--- src/rtl/onehot_pulse_decoder.sv ---
// onehot_pulse_decoder: queues 3-bit codes in a small FIFO and drives each one
// as a registered one-hot word for HOLD cycles.
// Optional build macro DEC_GAP_EN inserts one idle GAP cycle after every DRIVE.
module onehot_pulse_decoder #(
    parameter int unsigned DEPTH = 4,
    parameter int unsigned HOLD  = 4
) (
    input  logic       clk,
    input  logic       rst,
    input  logic [2:0] code,
    input  logic       code_none,
    input  logic       code_valid,
    output logic       code_ready,
    output logic [7:0] onehot,
    output logic       active,
    output logic [3:0] level
);

    localparam int unsigned PW          = $clog2(DEPTH);
    localparam logic [7:0]  HOLD_RELOAD = 8'(HOLD - 1);

`ifdef DEC_GAP_EN
    typedef enum logic [1:0] {IDLE, DRIVE, GAP} state_t;
`else
    typedef enum logic [1:0] {IDLE, DRIVE} state_t;
`endif

    state_t          state_q, state_d;
    logic [7:0]      cnt_q, cnt_d;
    logic [7:0]      onehot_q, onehot_d;
    logic [3:0]      level_q, level_d;
    logic [PW-1:0]   wr_ptr_q, wr_ptr_d;
    logic [PW-1:0]   rd_ptr_q, rd_ptr_d;
    logic [3:0]      mem_q [DEPTH];

    logic            push;
    logic            pop;
    logic [3:0]      head;
    logic [7:0]      head_word;

    assign push      = code_valid && code_ready;
    assign head      = mem_q[rd_ptr_q];
    assign head_word = head[3] ? 8'h00 : (8'h01 << head[2:0]);

    // State register plus FIFO bookkeeping; reset aborts everything immediately
    always_ff @(posedge clk or posedge rst) begin
        if (rst) begin
            state_q  <= IDLE;
            cnt_q    <= '0;
            onehot_q <= '0;
            level_q  <= '0;
            wr_ptr_q <= '0;
            rd_ptr_q <= '0;
        end else begin
            state_q  <= state_d;
            cnt_q    <= cnt_d;
            onehot_q <= onehot_d;
            level_q  <= level_d;
            wr_ptr_q <= wr_ptr_d;
            rd_ptr_q <= rd_ptr_d;
        end
    end

    // FIFO storage; contents are don't-care after reset so no reset term
    always_ff @(posedge clk) begin
        if (push) begin
            mem_q[wr_ptr_q] <= {code_none, code};
        end
    end

    // Next-state: pop the head and load the hold counter whenever a new word starts
    always_comb begin
        state_d  = state_q;
        cnt_d    = cnt_q;
        onehot_d = onehot_q;
        pop      = 1'b0;
        case (state_q)
            IDLE: begin
                if (level_q != '0) begin
                    pop      = 1'b1;
                    onehot_d = head_word;
                    cnt_d    = HOLD_RELOAD;
                    state_d  = DRIVE;
                end
            end
            DRIVE: begin
                if (cnt_q != '0) begin
                    cnt_d = cnt_q - 8'd1;
                end else begin
`ifdef DEC_GAP_EN
                    state_d  = GAP;
                    onehot_d = '0;
`else
                    if (level_q != '0) begin
                        pop      = 1'b1;
                        onehot_d = head_word;
                        cnt_d    = HOLD_RELOAD;
                    end else begin
                        state_d  = IDLE;
                        onehot_d = '0;
                    end
`endif
                end
            end
`ifdef DEC_GAP_EN
            GAP: begin
                if (level_q != '0) begin
                    pop      = 1'b1;
                    onehot_d = head_word;
                    cnt_d    = HOLD_RELOAD;
                    state_d  = DRIVE;
                end else begin
                    state_d = IDLE;
                end
            end
`endif
            default: begin
                state_d  = IDLE;
                onehot_d = '0;
            end
        endcase
    end

    // FIFO pointer and occupancy update; simultaneous push and pop keeps level
    always_comb begin
        wr_ptr_d = push ? wr_ptr_q + PW'(1) : wr_ptr_q;
        rd_ptr_d = pop  ? rd_ptr_q + PW'(1) : rd_ptr_q;
        level_d  = level_q;
        if (push && !pop) begin
            level_d = level_q + 4'd1;
        end else if (!push && pop) begin
            level_d = level_q - 4'd1;
        end
    end

    // Outputs: ready from registered level only, active tracks the DRIVE state
    always_comb begin
        code_ready = (level_q < 4'(DEPTH));
        active     = (state_q == DRIVE);
        onehot     = onehot_q;
        level      = level_q;
    end

endmodule
--- config.mk ---
export PLATFORM = sky130hd
export DESIGN_NAME = onehot_pulse_decoder
export DESIGN_NICKNAME = d
export VERILOG_FILES = /design/src/rtl/onehot_pulse_decoder.sv
export SDC_FILE = /design/constraint.sdc
export NUM_CORES = 1
export LEC_CHECK = 0
export CORE_ASPECT_RATIO = 1.4
export CORE_MARGIN = 5
export CORE_UTILIZATION = 61
export CTS_CLUSTER_DIAMETER = 50
export DETAILED_ROUTE_END_ITERATION = 16
export DONT_BUFFER_PORTS = 1
export GPL_ROUTABILITY_DRIVEN = 1
export PLACE_DENSITY = 0.82
export SLEW_MARGIN = 15
export SYNTH_ARGS = -nofsm -noshare
export SYNTH_HDL_FRONTEND = slang
export SYNTH_SLANG_ARGS = --single-unit
export TNS_END_PERCENT = 20
--- constraint.sdc ---
create_clock -name clk -period 4.2 [get_ports clk]
set_input_delay 0.84 -clock clk [delete_from_list [all_inputs] [get_ports clk]]
set_output_delay 0.84 -clock clk [all_outputs]
set_load 0.1 [all_outputs]
==> flow_summary.yaml, run 1 <==
timing:
  finalCritPeriodShare: 0.697
  fmax_mhz: 342
  finalClockSkew_ns: 0.00572
  period_needed_ns: 2.93
  tightest_slew_ns: 0.954
  setup_tns_ns: 0
  finalSetupViolCount: 0
  hold_viol: 0
  final_max_slew_viol_count: 0
  whs_ns: 0.502
  max_slew_margin: 0.363
  rsz0062_at_grt: "false"
  fin_ws_ns: 1.27
critical_path:
  cp-start-kind: "register"
  path_class: "reg -> reg"
  max_stage_delay_ns: 0.72
  startpoint: "level[1]"
  path_cells: "buf_4, nor4_1, or2_1, ha_1, inv_1, ha_1, a21o_2, a21oi_1, mux2i_1, xnor2_1"
  cp.depth: 10
  worstPathArrival_ns: 3.15
  crit_buf_inv: 2
  crit_family: "simple AND/OR/NAND/NOR gates"
  ff2ff_path_depth: 10
  critPathMaxFanout: 6
  reg2reg_to: "level[3]"
  cp-end-kind: "register"
  crit_end: "level[3]"
  rrSetupSlack_ns: 1.27
  rr_startpoint: "level[1]"
  slowest_stage: "nor4_1"
  cp_common_cell: "ha_1"
  cp.required_ns: 4.42
finish:
  drive_above_1_share: 0.229
  mostFrequentLayoutCell: "dfrtp_1"
  antenna_cells: 0
  fin_cells: 192
  multiInputGateArea_um2: 822
  n_fill_cell: 237
  final_cell_mix: "25 x dfrtp_1, 16 x edfxtp_1, 9 x ha_1"
  final_nets: 169
  syn2layout_area_growth_pct: 7.24
  seq_area_mm2: 0.00111
power:
  power_frac_comb: 0.427
  switchingPower_uw: 588
  cellLeakagePower_uw: 0.000935
  vdd_ir_drop_max_uv: 542
  sw_frac_of_total: 0.433
  p_seq_frac: 0.378
  clockPowerShare: 0.194
  p_per_area_mw_per_mm2: 632
  p_int_uw: 770
clock_network:
  holdBufCountCts: 0
  numCtsBuffers: 5
  clock_path_buffers: 2
  path_clk_slew_ns: 0.08
  ctsRootBufferMaster: "clkbuf_8"
  cts.sinks: 41
  post-cts-setup-buffer-count: 0
  cts_tree: "yes"
  worstSkewPairLatency_ns: 0.30
  cts.htree.levels: 2
  cts_repair_resize_count: 0
route:
  drt-wirelength-per-cell_um: 17.2
  drtAntennaViolNets: 0
  vias: 1148
  drcViolationCount: 0
  via_per_inst: 5.98
  drt_wl_total_um: 3300
  dr.first_iter.drc_count: 29
  drt-pass1-iter-count: 4
grt:
  grt_pass1_wl_um: 5630
  grt_use_total: 0.166
  gr-total-overflow: 0
  grt_max_degree: 26
  antenna_found_initial: 0
  grt_pass1_vias: 1205
placement:
  io_buffers: 0
  dp_worst_setup_slack_ns: 1.35
  gp_congestion: 0.809
  place_inst: 184
  hpwl_um: 2430
floorplanning:
  coreArea_mm2: 0.00315
  io-pin-count: 21
  die-height_um: 77.8
  start_util: 0.636
  dieArea_mm2: 0.00455
  die_w_um: 58.4
  rows: 24
yosys:
  synth-main-ff-cell: "dfrtp_1"
  yosysTopAreaCell: "dfrtp_1"
  synthesis.area_mm2: 0.00200
  synth_nets: 160
  synth_top_area_frac: 0.312
  ys_warn_count: 0
  netlist_instances: 143
  async_reset_ff_frac: 0.610
  synth_seq_cells: 41
  yosysSeqAreaShare: 0.552
  yosysUniqueCellTypes: 37
  synth-edff-count: 16
  syn_area_per_cell_um2: 14.0
  synth_area_leaders: "dfrtp_1 31%, edfxtp_1 24%, ha_1 5.6%"
min_path:
  whs_path_depth: 1
  hp-start: "cnt_q[7]"
  hold_class: "reg -> reg"
flow_run:
  max_cap_violations: 0
status:
  status: "completed"
==> sequential cells by signal, summed over array words and instances (netlist names) <==
name	cells
level	4
cnt_q	8
rd_ptr_q	2
mem_q	16
wr_ptr_q	2
onehot	8
state_q	1
==> power by group through the flow <==
stage	clock network (uW)	logic [uW]	registers (uW)
after floorplan	0	319	689
after global placement	0	567	520
after detailed placement	0	583	522
after CTS	273	586	515
after global routing	292	627	520
final	264	580	514
==> kinds of logic (layout without fill, tap and decap cells) <==
| group | after synthesis | in the layout | synth area share |
|---|---|---|---|
| AO/OA/AOI/OAI | 20 | 20 | 0.0849 |
| XOR/XNOR | 6 | 6 | 0.0262 |
| adder cells (fa/ha/maj) | 10 | 10 | 0.0662 |
| buffers and inverters | 12 | 22 | 0.0393 |
| flip-flops | 41 | 41 | 0.552 |
| multiplexers | 14 | 14 | 0.101 |
| AND/OR/NAND/NOR | 40 | 40 | 0.130 |
==> synth_stat cells (2+ instances only) <==
library cell and instances:
nand2_1 7, ha_1 9, or2_1 2, a22o_1 6, nor4b_2 2, mux4_2 4, and3_1 4, mux2_4 2
nor2b_1 2, dfrtp_1 25, xnor2_1 6, inv_1 7, nor4_1 2, a32o_2 3, o21ai_0 2, a21oi_1 5
mux2i_1 6, nand3_1 2, edfxtp_1 16, nor3_1 4, nor2_1 7, mux2_2 2, buf_6 4
==> layer usage <==
| layer | track usage | vias up | wire length (um) |
|---|---|---|---|
| met1 | 0.187 | 571 | 1260 |
| met5 | 0 | - | 0 |
| met4 | 0.0835 | 0 | 72 |
| met3 | 0.0565 | 7 | 176 |
| met2 | 0.274 | 21 | 1790 |
| li1 | - | 549 | - |
==> worst min path at each step <==
stage,end,slack [ns]
final,cnt_q[7],0.50
after CTS,cnt_q[7],0.50
after global placement,cnt_q[7],0.48
after global routing,cnt_q[0],0.53
after detailed placement,cnt_q[7],0.49
after floorplan,cnt_q[7],0.45
==> per-stage QoR <==
stage               cell area (um2)  total power [uW]  utilization
detailed placement             2060              1110        0.652
global route                   2150              1440        0.682
global placement               2060              1090        0.652
finish                         2150              1360        0.682
floorplan                      2000              1010            -
CTS                            2150              1370        0.682
==> cell type report <==
| class | count | share of cell area |
|---|---|---|
| repair buffers | 7 | 0.0244 |
| clock inverters | 3 | 0.0116 |
| clock buffers | 5 | 0.0320 |
| flip-flops and latches | 41 | 0.515 |
| multi-input cells | 90 | 0.382 |
| well taps | 39 | 0.0227 |
| inverters | 7 | 0.0122 |
Note: power is estimated with default switching activity, not from simulation.
==> inputs of run 2 (changes only) <==
CORE_UTILIZATION = 56   (was 61)
PLACE_DENSITY = 0.79   (was 0.82)
clock period = 2.45 ns   (was 4.2 ns; I/O delays follow)
==> flow_summary.yaml, run 2 (same netlist as run 1, synthesis figures left out) <==
timing:
  finalSetupViolCount: 0
  fmax_mhz: 415
  hold_viol: 0
  max_slew_margin: 0.385
  rsz0062_at_grt: "true"
  whs_ns: 0.143
  final_max_slew_viol_count: 0
  tightest_slew_ns: 0.922
  period_needed_ns: 2.41
  fin_ws_ns: 0.0432
  finalCritPeriodShare: 0.982
  finalClockSkew_ns: 0.00187
clock_network:
  ctsRootBufferMaster: "clkbuf_8"
  cts_tree: "yes"
  worstSkewPairLatency_ns: 0.29
  numCtsBuffers: 5
  holdBufCountCts: 0
  cts.htree.levels: 2
  clock_path_buffers: 2
  path_clk_slew_ns: 0.08
  cts.sinks: 41
power:
  p_per_area_mw_per_mm2: 1140
  sw_frac_of_total: 0.399
  p_seq_frac: 0.341
  power_uw: 2680
  vdd_ir_drop_max_uv: 1060
  clockPowerShare: 0.245
  p_int_uw: 1610
  power_frac_comb: 0.415
  switchingPower_uw: 1070
  cellLeakagePower_uw: 0.00102
finish:
  largest_reg_flops: 16
  antenna_cells: 0
  fin_area_mm2: 0.00234
  final_cell_mix: "19 x dfrtp_1, 19 x buf_4, 16 x edfxtp_1, 7 x nand2_1, 7 x ha_1"
  drive_above_1_share: 0.364
  syn2layout_area_growth_pct: 17.0
  final_nets: 181
  fin_cells: 205
  top_register: "mem_q"
grt:
  grt_pass1_vias: 1283
  gr-total-overflow: 0
  grt_max_degree: 24
  grt_use_total: 0.173
  grt_pass1_wl_um: 6190
  antenna_found_initial: 0
critical_path:
  cp-start-kind: "register"
  cp_common_cell: "ha_4"
  crit_buf_inv: 1
  rr_startpoint: "cnt_q[4]"
  slowest_stage: "dfrtp_1"
  max_stage_delay_ns: 0.43
  ff2ff_path_depth: 10
  rrSetupSlack_ns: 0.04
  critPathMaxFanout: 3
  path_cells: "nor4_4, a31oi_4, or2_4, ha_4, inv_4, ha_4, a21o_2, a21oi_2, mux2i_1, xnor2_1"
  cp.required_ns: 2.67
  path_class: "reg -> reg"
  worstPathArrival_ns: 2.62
  cp-end-kind: "register"
  crit_family: "simple AND/OR/NAND/NOR gates"
  reg2reg_to: "level[3]"
floorplanning:
  die_w_um: 60.6
  coreArea_mm2: 0.00341
  die-height_um: 80.8
  dieArea_mm2: 0.00489
  rows: 25
  io-pin-count: 21
  start_util: 0.588
route:
  drtAntennaViolNets: 0
  dr.first_iter.drc_count: 51
  drcViolationCount: 0
  drt-wirelength-per-cell_um: 17.8
  drt-pass1-iter-count: 4
  vias: 1220
  drt_wl_total_um: 3650
  via_per_inst: 5.95
placement:
  io_buffers: 0
  hpwl_um: 2660
  dp_worst_setup_slack_ns: -0.0255
  place_inst: 191
  gp_congestion: 0.822
  place_area_mm2: 0.00216
flow_run:
  max_cap_violations: 0
min_path:
  hold_class: "in -> async"
status:
  status: "completed"
[run 2: cell count changes in the layout (fill, tap and decap cells not counted), sizes merged]
| cell | previous run | this run |
|---|---|---|
| buf | 7 | 19 |
| bufinv | 0 | 2 |
| clkinv | 1 | 0 |
| clkinvlp | 1 | 0 |
[run 2: area by class of cell]
type	count	area [um2]
Multi-Input combinational cell	90	867
Sequential cell	41	1120
Clock inverter	3	68.8
Timing Repair Buffer	19	143
Inverter	7	28.8
Clock buffer	5	68.8
Fill cell	234	1060
Tap cell	40	50.0
[run 2: worst max-delay path by stage]
stage | start | endpoint | slack [ns] | depth (start not counted)
2_1_floorplan | level[2] | level[3] | -0.18 | 9
3_3_place_gp | cnt_q[5] | level[3] | 0.09 | 10
3_5_place_dp | cnt_q[5] | level[3] | -0.03 | 10
4_1_cts | cnt_q[2] | level[3] | 0.007 | 10
5_1_grt | cnt_q[4] | level[3] | -0.05 | 10
6_report | cnt_q[4] | level[3] | 0.04 | 10
[run 2: power groups by stage]
stage | logic (uW) | clock network (uW) | registers (uW)
after floorplan | 603 | 0 | 1220
after detailed placement | 1090 | 0 | 927
final | 1110 | 655 | 912
after CTS | 1100 | 662 | 912
after global placement | 1050 | 0 | 917
after global routing | 1190 | 695 | 922
[run 2: repair_timing]
item | in CTS | in global routing
pin swaps | 1 | 7
endpoints found under the setup margin | 1 | 1
resized for setup | 2 | 0
setup buffers | 1 | 5
[run 2: stage by stage]
step / util / setup TNS [ns]
5_1_grt: 0.688 / -0.0499
6_report: 0.688 / 0
2_1_floorplan: - / -0.218
4_1_cts: 0.677 / 0
3_3_place_gp: 0.633 / 0
3_5_place_dp: 0.633 / -0.0255
[run 2: metal layers]
metal  share of wire  vias up  GRT usage
met5               0        -          0
met4           0.034        0     0.0868
met3           0.056       15     0.0429
met2            0.54       34      0.301
met1            0.37      598      0.190
li1                -      573          -
==> inputs of run 3 (changes only) <==
PLACE_DENSITY = unset   (was 0.79)
PLACE_DENSITY_LB_ADDON = 0.1   (was unset)
==> flow_summary.yaml, run 3 (same netlist as run 1, synthesis figures left out) <==
floorplanning:
  die-height_um: 80.8
  io-pin-count: 21
  dieArea_mm2: 0.00489
  start_util: 0.588
  rows: 25
  die_w_um: 60.6
  coreArea_mm2: 0.00341
critical_path:
  cp.required_ns: 2.63
  path_cells: "nor4_4, a31oi_4, or2_4, ha_4, inv_4, buf_4, buf_4, fa_1, mux2_2"
  rrSetupSlack_ns: 0.03
  reg2reg_to: "level[1]"
  ff2ff_path_depth: 9
  cp-start-kind: "register"
  rr_startpoint: "cnt_q[5]"
  cp_common_cell: "buf_4"
  max_stage_delay_ns: 0.43
  path_class: "reg -> reg"
  cp-end-kind: "register"
  worstPathArrival_ns: 2.60
  critPathMaxFanout: 3
  slowest_stage: "dfrtp_1"
finish:
  top_register: "mem_q"
  final_cell_mix: "19 x dfrtp_1, 18 x buf_4, 16 x edfxtp_1, 7 x nand2_1"
  drive_above_1_share: 0.366
  antenna_cells: 0
  syn2layout_area_growth_pct: 16.4
  fin_util: 0.684
  largest_reg_flops: 16
  n_fill_cell: 245
  final_nets: 180
  mostFrequentLayoutCell: "dfrtp_1"
clock_network:
  ctsRootBufferMaster: "clkbuf_8"
  cts_tree: "yes"
  cts.sinks: 41
  clock_path_buffers: 2
  holdBufCountCts: 0
  numCtsBuffers: 5
  cts.htree.levels: 2
  worstSkewPairLatency_ns: 0.29
  path_clk_slew_ns: 0.08
timing:
  final_max_slew_viol_count: 0
  finalClockSkew_ns: 0.00462
  rsz0062_at_grt: "true"
  max_slew_margin: 0.388
  whs_ns: 0.172
  finalCritPeriodShare: 0.986
  tightest_slew_ns: 0.919
  finalSetupViolCount: 0
  hold_viol: 0
  period_needed_ns: 2.42
  fmax_mhz: 414
placement:
  hpwl_um: 2560
  gp_congestion: 0.813
  io_buffers: 0
route:
  dr.first_iter.drc_count: 50
  drt_wl_total_um: 3620
  drtAntennaViolNets: 0
  drt-pass1-iter-count: 4
  drcViolationCount: 0
  vias: 1175
  drt-wirelength-per-cell_um: 17.8
  via_per_inst: 5.76
grt:
  grt_use_total: 0.171
  grt_pass1_vias: 1250
  gr-total-overflow: 0
  grt_max_degree: 24
  grt_pass1_wl_um: 6000
  antenna_found_initial: 0
flow_run:
  max_cap_violations: 0
power:
  p_per_area_mw_per_mm2: 1120
  vdd_ir_drop_max_uv: 968
  cellLeakagePower_uw: 0.00100
status:
  status: "completed"
min_path:
  hold_class: "in -> async"
-- run 3: changes by cell type in the layout (fill, tap and decap cells not counted), sizes merged --
cell / before / now
clkinv: 0 / 1
bufinv: 2 / 1
buf: 19 / 18
clkinvlp: 0 / 1
inv: 8 / 7
-- run 3: metal layers --
| metal | up-vias | global-route usage | wire length (um) |
|---|---|---|---|
| met2 | 27 | 0.294 | 1940 |
| met4 | 0 | 0.0781 | 73 |
| met1 | 580 | 0.187 | 1420 |
| met5 | - | 0 | 0 |
| met3 | 5 | 0.0541 | 185 |
| li1 | 563 | - | - |
-- run 3: cell type report --
type                       count  area, um2  area share
tap                           40       50.0      0.0214
timing repair buffer          18        135      0.0579
sequential                    41       1120       0.479
multi-input combinational     90        886       0.380
clock buffer                   5       68.8      0.0295
inverter                       7       28.8      0.0123
clock inverter                 3       46.3      0.0198
-- run 3: worst max-delay path, delay by kind of cell, from the launching register on --
kind	cells	cell delay, ns
compound gates	1	0.13
flops	1	0.43
buf+inv	3	0.28
simple gates	2	0.64
fa+ha+maj	2	0.56
mux	1	0.26
-- run 3: timing repair --
item	4_1_cts	5_1_grt
resized for setup	2	2
endpoints found under the setup margin	1	1
pin swaps	1	7
setup buffers	0	5
-- run 3: how the worst max path moves through the flow --
| stage | start | endpoint | slack [ns] | cells after the start |
|---|---|---|---|---|
| after floorplan | level[2] | level[3] | -0.18 | 9 |
| after global placement | cnt_q[5] | level[3] | 0.09 | 10 |
| after detailed placement | cnt_q[5] | level[3] | 0.02 | 10 |
| after CTS | cnt_q[2] | level[3] | 0.02 | 10 |
| after global routing | cnt_q[5] | level[3] | -0.06 | 10 |
| final | cnt_q[5] | level[1] | 0.03 | 9 |
-- run 3: stage by stage --
| stage | instance area [um2] | power, uW | worst slack (ns) | instances | TNS (ns) |
|---|---|---|---|---|---|
| after floorplan | 2060 | 1820 | -0.184 | 143 | -0.218 |
| after global placement | 2160 | 1970 | 0.0934 | 191 | 0 |
| after detailed placement | 2160 | 2010 | 0.0177 | 191 | 0 |
| after CTS | 2280 | 2560 | 0.0181 | 199 | 0 |
| after global routing | 2330 | 2760 | -0.0605 | 204 | -0.114 |
| final | 2330 | 2620 | 0.0332 | 204 | 0 |
-- run 3: report_power, final --
part / switching, uW / internal (uW)
clock: 241 / 305
sequential: 101 / 821
combinational: 737 / 418
total: 1080 / 1540
